===== config.mk =====
export PLATFORM = sky130hd
export DESIGN_NAME = pipe_stage_elastic
export DESIGN_NICKNAME = d
export VERILOG_FILES = /design/src/rtl/pipe_pkg.sv /design/src/rtl/sat_counter.sv /design/src/rtl/pipe_stage_elastic.sv
export SDC_FILE = /design/constraint.sdc
export NUM_CORES = 1
export LEC_CHECK = 0
export CAP_MARGIN = 40
export CORE_ASPECT_RATIO = 1.5
export CORE_MARGIN = 2
export CORE_UTILIZATION = 40
export CTS_CLUSTER_SIZE = 40
export DETAILED_ROUTE_END_ITERATION = 10
export PLACE_DENSITY = 0.76
export RECOVER_POWER = 100
export SYNTH_ARGS = -nofsm -noshare
export SYNTH_HDL_FRONTEND = slang
export SYNTH_SLANG_ARGS = --single-unit

===== constraint.sdc =====
create_clock -name clk -period 14.5 [get_ports clk]
set_input_delay 2.9 -clock clk [delete_from_list [all_inputs] [get_ports clk]]
set_output_delay 2.9 -clock clk [all_outputs]
set_load 0.005 [all_outputs]

===== src/rtl/pipe_pkg.sv =====
// Shared definitions for the elastic inter-stage pipeline register:
// control-bit positions, payload field offsets and buffer occupancy states.
package pipe_pkg;

  localparam int unsigned CTRL_MEMR  = 3;
  localparam int unsigned CTRL_MEMW  = 2;
  localparam int unsigned CTRL_REGW  = 1;
  localparam int unsigned CTRL_MEM2R = 0;

  localparam int unsigned NPC_MSB     = 95;
  localparam int unsigned NPC_LSB     = 64;
  localparam int unsigned ALU_C_MSB   = 63;
  localparam int unsigned ALU_C_LSB   = 32;
  localparam int unsigned RT_DATA_MSB = 31;
  localparam int unsigned RT_DATA_LSB = 0;

  typedef enum logic [1:0] {
    EMPTY = 2'd0,
    ONE   = 2'd1,
    FULL  = 2'd2
  } state_e;

endpackage


===== src/rtl/sat_counter.sv =====
// Saturating up-counter with increment enable; sticks at all-ones until reset.
module sat_counter #(
  parameter int unsigned CNT_W = 16
) (
  input  logic             clk,
  input  logic             rst,
  input  logic             en,
  output logic [CNT_W-1:0] cnt
);

  logic [CNT_W-1:0] cnt_q, cnt_d;

  always_comb begin
    cnt_d = cnt_q;
    if (en && (cnt_q != '1)) begin
      cnt_d = cnt_q + CNT_W'(1);
    end
  end

  always_ff @(posedge clk or posedge rst) begin
    if (rst) begin
      cnt_q <= '0;
    end else begin
      cnt_q <= cnt_d;
    end
  end

  assign cnt = cnt_q;

endmodule


===== src/rtl/pipe_stage_elastic.sv =====
// Elastic pipeline register between CPU stages: valid/ready handshake, flush,
// optional 2-entry skid buffer and a saturating stall-cycle counter.
module pipe_stage_elastic
  import pipe_pkg::*;
#(
  parameter int unsigned DATA_W  = 96,
  parameter int unsigned INSTR_W = 32,
  parameter int unsigned RD_W    = 5,
  parameter int unsigned CTRL_W  = 4,
  parameter int unsigned SKID    = 1,
  parameter int unsigned CNT_W   = 16
) (
  input  logic               clk,
  input  logic               rst,
  input  logic               flush,
  input  logic               in_valid,
  output logic               in_ready,
  input  logic [DATA_W-1:0]  in_data,
  input  logic [INSTR_W-1:0] in_instr,
  input  logic [RD_W-1:0]    in_rd,
  input  logic [CTRL_W-1:0]  in_ctrl,
  output logic               out_valid,
  input  logic               out_ready,
  output logic [DATA_W-1:0]  out_data,
  output logic [INSTR_W-1:0] out_instr,
  output logic [RD_W-1:0]    out_rd,
  output logic [CTRL_W-1:0]  out_ctrl,
  output logic [CNT_W-1:0]   stall_cnt
);

  state_e state_q, state_d;
  logic   in_ready_q, in_ready_d;

  logic [DATA_W-1:0]  main_data_q,  main_data_d,  skid_data_q,  skid_data_d;
  logic [INSTR_W-1:0] main_instr_q, main_instr_d, skid_instr_q, skid_instr_d;
  logic [RD_W-1:0]    main_rd_q,    main_rd_d,    skid_rd_q,    skid_rd_d;
  logic [CTRL_W-1:0]  main_ctrl_q,  main_ctrl_d,  skid_ctrl_q,  skid_ctrl_d;

  logic in_fire, out_fire;

  // in_ready_q is low during reset and the first cycle after it; in SKID mode it
  // is the whole ready (no path from out_ready), otherwise it only gates reset.
  assign out_valid = (state_q != EMPTY);
  assign in_ready  = (SKID != 0) ? in_ready_q
                                 : (in_ready_q && (!out_valid || out_ready));
  assign in_fire   = in_valid && in_ready;
  assign out_fire  = out_valid && out_ready;

  always_comb begin
    state_d      = state_q;
    main_data_d  = main_data_q;
    main_instr_d = main_instr_q;
    main_rd_d    = main_rd_q;
    main_ctrl_d  = main_ctrl_q;
    skid_data_d  = skid_data_q;
    skid_instr_d = skid_instr_q;
    skid_rd_d    = skid_rd_q;
    skid_ctrl_d  = skid_ctrl_q;

    if (flush) begin
      state_d     = EMPTY;
      main_ctrl_d = '0;
    end else begin
      unique case (state_q)
        EMPTY: begin
          if (in_fire) begin
            main_data_d  = in_data;
            main_instr_d = in_instr;
            main_rd_d    = in_rd;
            main_ctrl_d  = in_ctrl;
            state_d      = ONE;
          end
        end
        ONE: begin
          if (in_fire && out_fire) begin
            main_data_d  = in_data;
            main_instr_d = in_instr;
            main_rd_d    = in_rd;
            main_ctrl_d  = in_ctrl;
          end else if (in_fire && (SKID != 0)) begin
            skid_data_d  = in_data;
            skid_instr_d = in_instr;
            skid_rd_d    = in_rd;
            skid_ctrl_d  = in_ctrl;
            state_d      = FULL;
          end else if (out_fire) begin
            main_ctrl_d = '0;
            state_d     = EMPTY;
          end
        end
        FULL: begin
          if (out_fire) begin
            main_data_d  = skid_data_q;
            main_instr_d = skid_instr_q;
            main_rd_d    = skid_rd_q;
            main_ctrl_d  = skid_ctrl_q;
            state_d      = ONE;
          end
        end
        default: state_d = EMPTY;
      endcase
    end

    in_ready_d = (state_d != FULL);
  end

  always_ff @(posedge clk or posedge rst) begin
    if (rst) begin
      state_q      <= EMPTY;
      in_ready_q   <= 1'b0;
      main_data_q  <= '0;
      main_instr_q <= '0;
      main_rd_q    <= '0;
      main_ctrl_q  <= '0;
      skid_data_q  <= '0;
      skid_instr_q <= '0;
      skid_rd_q    <= '0;
      skid_ctrl_q  <= '0;
    end else begin
      state_q      <= state_d;
      in_ready_q   <= in_ready_d;
      main_data_q  <= main_data_d;
      main_instr_q <= main_instr_d;
      main_rd_q    <= main_rd_d;
      main_ctrl_q  <= main_ctrl_d;
      skid_data_q  <= skid_data_d;
      skid_instr_q <= skid_instr_d;
      skid_rd_q    <= skid_rd_d;
      skid_ctrl_q  <= skid_ctrl_d;
    end
  end

  assign out_data  = main_data_q;
  assign out_instr = main_instr_q;
  assign out_rd    = main_rd_q;
  assign out_ctrl  = out_valid ? main_ctrl_q : '0;

  sat_counter #(
    .CNT_W(CNT_W)
  ) u_stall_cnt (
    .clk (clk),
    .rst (rst),
    .en  (out_valid && !out_ready),
    .cnt (stall_cnt)
  );

endmodule


# ---- Yosys cells after proc, flatten, opt, wreduce, memory -nomap -nowiden
# Cells that the tools add are included.
dict set report word_totals {
  register_bits 293
  inputBits 142
  output_inout_bits 155
  wordCells 65
}
dict set report op_classes {
  bitwise 2
  n_mux 27
  addsub 1
  n_reduce_logical 13
  eq_ne 11
}
# op n
set ops {}
lappend ops {{2-to-1 mux 96 bit} 3}
lappend ops {{case mux 96 bit (3 select lines)} 1}
lappend ops {{2-to-1 mux 32 bit} 3}
lappend ops {{case mux 32 bit (3 select lines)} 1}
lappend ops {{2-to-1 mux 4 bit} 7}
lappend ops {{adder 16 x 1 -> 16 bit (second input constant)} 1}
lappend ops {{!= test 16 bit (second input constant)} 1}
lappend ops {{2-to-1 mux 5 bit} 3}
lappend ops {{case mux 5 bit (3 select lines)} 1}
lappend ops {{2-to-1 mux 2 bit} 6}
lappend ops {{case mux 4 bit (3 select lines)} 1}
lappend ops {{AND reduction 5 bit} 2}
lappend ops {{!= test 2 bit (second input constant)} 4}
lappend ops {{!= test 4 bit (second input constant)} 2}
lappend ops {{!= test 3 bit (second input constant)} 2}
lappend ops {{case mux 2 bit (3 select lines)} 1}
lappend ops {{logical AND 1 bit} 5}
lappend ops {{AND reduction 4 bit} 1}
lappend ops {{nonzero test 4 bit} 1}
lappend ops {{nonzero test 3 bit} 1}
lappend ops {{== test 2 x 1 -> 1 bit (second input constant)} 1}
lappend ops {{== test 2 bit (second input constant)} 1}
lappend ops {{zero test 2 bit} 1}
lappend ops {{NOT 1 bit} 2}
lappend ops {{other kinds (2)} 2}

# ---- Logic depth before layout (Yosys ltp)
dict set report depth {
  ltp_word 8
  ltp_mapped 8
  depth_no_buf 6
}

# ---- Modules after synthesis
# A second synthesis with hierarchy kept.
dict set report unflattened {
  hier_cells 847
  hier_area_um2 13238.9
}
# module cells_each n_inst area_per_inst_um2
set modules_own_cells {}
lappend modules_own_cells {pipe_stage_elastic 776 1 12433.2}
lappend modules_own_cells {sat_counter 71 1 805.8}

# ---- Worst setup path before layout
# No wires, ideal clock.
dict set report synth_path {
  path_kind {input to register}
  from {in in_valid}
  to {reg main_data_q[13] (netlist: out_data[13])}
  required_time_ps 14372
  path_buffers 2
  t_arrival_ps 3999
  setup_ps 128
  path_slack_ps 10373
  cell_stages 6
  path_cell_list {nand2_1 > a211oi_2 > o21ai_2 > buf_6 > buf_6 > mux2_1}
}
dict set report synth_between {
  elab_chain_len 4
  word_cells_on_any_way 5
}
# item line_no
set synth_rtl {}
lappend synth_rtl {{start, declared} pipe_stage_elastic.sv:16} ;# input logic in_valid,
lappend synth_rtl {{logical AND 1 bit (*)} pipe_stage_elastic.sv:46} ;# assign in_fire = in_valid && in_ready;
lappend synth_rtl {{logical AND 1 bit} pipe_stage_elastic.sv:75} ;# if (in_fire && out_fire) begin
lappend synth_rtl {{!= test 2 bit (no source line)} n/a}
lappend synth_rtl {{AND reduction 5 bit (no source line) (*)} n/a}
lappend synth_rtl {{end signal, assigned} pipe_stage_elastic.sv:122} ;# main_data_q <= main_data_d;
lappend synth_rtl {{end, declared} pipe_stage_elastic.sv:34} ;# logic [DATA_W-1:0] main_data_q, main_data_d, skid_data_q, skid_data_d;
# Every way passes the cells marked *; elsewhere a longest branch is shown, timed or not.
# A chain may end at the register's enable or synchronous reset.

# ---- Worst setup path in the final report
dict set report layout_path {
  from {in in_valid}
  to {reg main_data_q[32] (netlist: out_data[32])}
}
# Same word-level chain as after synthesis.

==> flow_summary.toml <==
[global_route]
overflow = 0
grt_max_degree = 138
grt_pass1_vias = 8681
antenna_found_initial = 1
grt_pass1_wl_um = 48200
grtUsageTotal_pct = 17.3

[timing]
fin_worst_skew_ps = 14.6
rsz0062_at_grt = "no"
setup_viol = 0
max_freq_mhz = 114
hold_viol_final = 0
worstMarginPinSlew_ps = 3470
period_minus_slack_ps = 8760
fin_ws_ps = 5740
final.setup.tns_ps = 0
report.final.slew_viol_count = 252
min_period_over_period_pct = 60.4
maxSlewHeadroom_pct = -131

[floorplan]
start_util_pct = 40.5
die_h_um = 226
io_pins = 297
placementRows = 81
coreArea_um2 = 32500
die_x_um = 152
dieArea_um2 = 34400

[placement]
place_ws_ps = 8540
portBuffers = 296
dp_hpwl_um = 20100
place_congestion = 0.775

[yosys]
syn_nets = 997
synth_warnings = 0
ys_async_sr_fraction_pct = 100
synthesis.instances = 850
yosys_most_used_dff = "dfrtp_1"
synthTopCellsByCount = "334 x mux2_2, 293 x dfrtp_1, 64 x mux2_4, 13 x buf_2, 13 x buf_4"
ys_seq_area_share_pct = 55.7
synth_top_family_by_area = "multiplexers"
ys_seq_elements = 293
synthAdderAreaFrac_pct = 0.475
yosysTopAreaCellShare_pct = 55.7
synth_cell_types = 46
synth_compound_area_share_pct = 1.28
synth.mux.area_fraction_pct = 36.4
synth-edff-count = 0
netlist_area_um2 = 13200
ys_top_cells_by_area = "dfrtp_1 56%, mux2_2 29%, mux2_4 7.3%"
yosysMostFrequentCell = "mux2_2"
avgSynthCellArea_um2 = 15.5
synth-xor-area-share_pct = 0.931
yosys.area.top_type = "dfrtp_1"
synth-simple-area-share_pct = 2.82

[setup_path]
path_max_fanout = 54
cpMostUsedCell = "clkbuf_1"
crit_path_start_kind = "primary input"
cpPeakStageDelay_ps = 2340
critPathTopFamily = "buffers and inverters"
critPathBufInv = 3
crit_chain = "dlygate4sd3_1 -> nand2_1 -> a211oi_1 -> o21ai_4 -> clkbuf_1 -> clkbuf_1 -> mux2_2"
endpoint_kind = "flip-flop"
crit_cells = 7
critical_path_class = "in -> reg"
worstPathArrival_ps = 9200
slowest_stage = "clkbuf_1"
ff2ff_path_depth = 8
cp.required_ps = 14940

[final_layout]
drive_gt1_share_pct = 34.1
syn_to_final_growth_pct = 31.2
fin_nets = 1290

[cts]
cts_tree = "yes"
ctsHtreeMaxLevel = 1
clkSinkCount = 293
cts_resized = 0
hold_buffers = 0
cts-root-buf = "clkbuf_16"
numCtsBuffers = 30
clock_tree.buffer_depth = 3
clk_pin_slew_worst_paths_ps = 70
post_cts_buffers = 0
clk_latency_ps = 560

[drt]
wire_per_inst_um = 19.1
drc = 0
wl_um = 30300
drtAntennaViolNets = 0
first_iter_violations = 263
num_vias = 8021
routed_via_density = 5.07
first_pass_iters = 4

[run]
max_cap_violations = 5

[hold_path]
hold_depth = 1
hold_path.class = "reg -> reg"

[power]
p_per_area_nw_per_um2 = 167
p_leak_nw = 7.23
ir_drop_mv = 0.114

[run_status]
status = "complete, but fails checks"
violations = "max-capacitance violations, max-slew violations"
report_power, final:
part / leakage, nW / internal (W) / switching, W
sequential: 3.52 / 0.00114 / 0.000164
combinational: 3.19 / 0.000496 / 0.000263
clock: 0.515 / 0.000499 / 0.000327
total: 7.23 / 0.00213 / 0.000754
registers in the layout, summed over array words and instances (netlist names):
signal and flops:
in_ready 1, out_rd 5, out_data 96, out_instr 32
skid_rd_q 5, skid_instr_q 32, skid_ctrl_q 4, state_q 2
u_stall_cnt.cnt 16, main_ctrl_q 4, skid_data_q 96
kinds of logic after synthesis:
family                     count (synthesis)
buffers and inverters                     51
and+or+nand+nor                           61
DFF                                      293
adders and majority gates                  5
AOI/OAI and AO/OA                         22
xor gates and xnor gates                  14
muxes                                    404
final cells by class:
cell class                      instances  area (um2)
Multi-Input combinational cell        506        5290
Clock inverter                         15         211
Inverter                                5        20.0
Tap cell                              415         519
Sequential cell                       293        7330
Clock buffer                           40         850
Timing Repair Buffer                  307        3050
Antenna cell                            1        2.50
Fill cell                            2678       15300
worst reg2reg max path: stages, from the launching register on:
cell,delay (ps)
dfrtp_1,430
inv_1,200
ha_1,470
nand2b_1,260
a21oi_1,100
o21ai_4,140
clkbuf_1,2340
clkbuf_1,2340
mux2_2,520
through the flow:
step                hold slack, ps  instances  util, %  area [um2]  power, W
detailed placement             484       1526     50.8       16500   0.00220
global placement               475       1523     50.6       16500   0.00216
CTS                            505       1581     54.1       17600   0.00305
floorplan                      475        850        -       13200   0.00174
finish                         486       1582     53.1       17300   0.00289
global route                   511       1582     53.1       17300   0.00305
metal layers:
| layer | up-vias | GRT usage [%] | routed length (um) |
|---|---|---|---|
| li1 | 3660 | - | - |
| met1 | 4091 | 19.6 | 11500 |
| met2 | 214 | 31.2 | 15900 |
| met3 | 56 | 4.22 | 1730 |
| met4 | 0 | 7.18 | 1090 |
| met5 | - | 0 | 0 |
placed cells by master, fill, tap and decap left out, types with 2 or more instances in the layout:
cell / netlist / layout
clkinv_2: 0 / 6
clkbuf_16: 0 / 31
inv_1: 5 / 4
nor2b_1: 5 / 5
mux2_2: 334 / 334
clkinvlp_4: 0 / 3
mux2_4: 64 / 3
nand4_1: 4 / 4
ha_1: 5 / 4
xnor2_1: 4 / 4
dlygate4sd3_1: 0 / 158
nor3_1: 9 / 10
clkbuf_8: 0 / 4
dfrtp_1: 293 / 293
buf_4: 13 / 2
clkdlybuf4s50_1: 0 / 138
clkbuf_1: 2 / 12
nand2_1: 8 / 8
nor4_1: 3 / 3
bufinv_16: 0 / 5
a22oi_1: 2 / 2
nand3_1: 7 / 7
mux2_1: 6 / 67
and3_1: 2 / 2
a21oi_1: 4 / 4
o21ai_0: 2 / 2
nor2_1: 10 / 10
xor2_1: 10 / 10
a221oi_1: 5 / 5
nand4_2: 2 / 2
final timing paths:
| path | startpoint | end | slack [ps] |
|---|---|---|---|
| worst max-delay path | in_valid | out_data[32] | 5740 |
| worst min-delay path | out_data[92] | out_data[92] | 490 |
| worst max register to register | state_q[0] | out_data[32] | 7580 |
| worst min register to register | out_data[92] | out_data[92] | 490 |
| max in group asynchronous | rst | skid_ctrl_q[0] | 6270 |
| min in group asynchronous | rst | out_data[30] | 3040 |
Note: power is estimated with default switching activity, not from simulation.
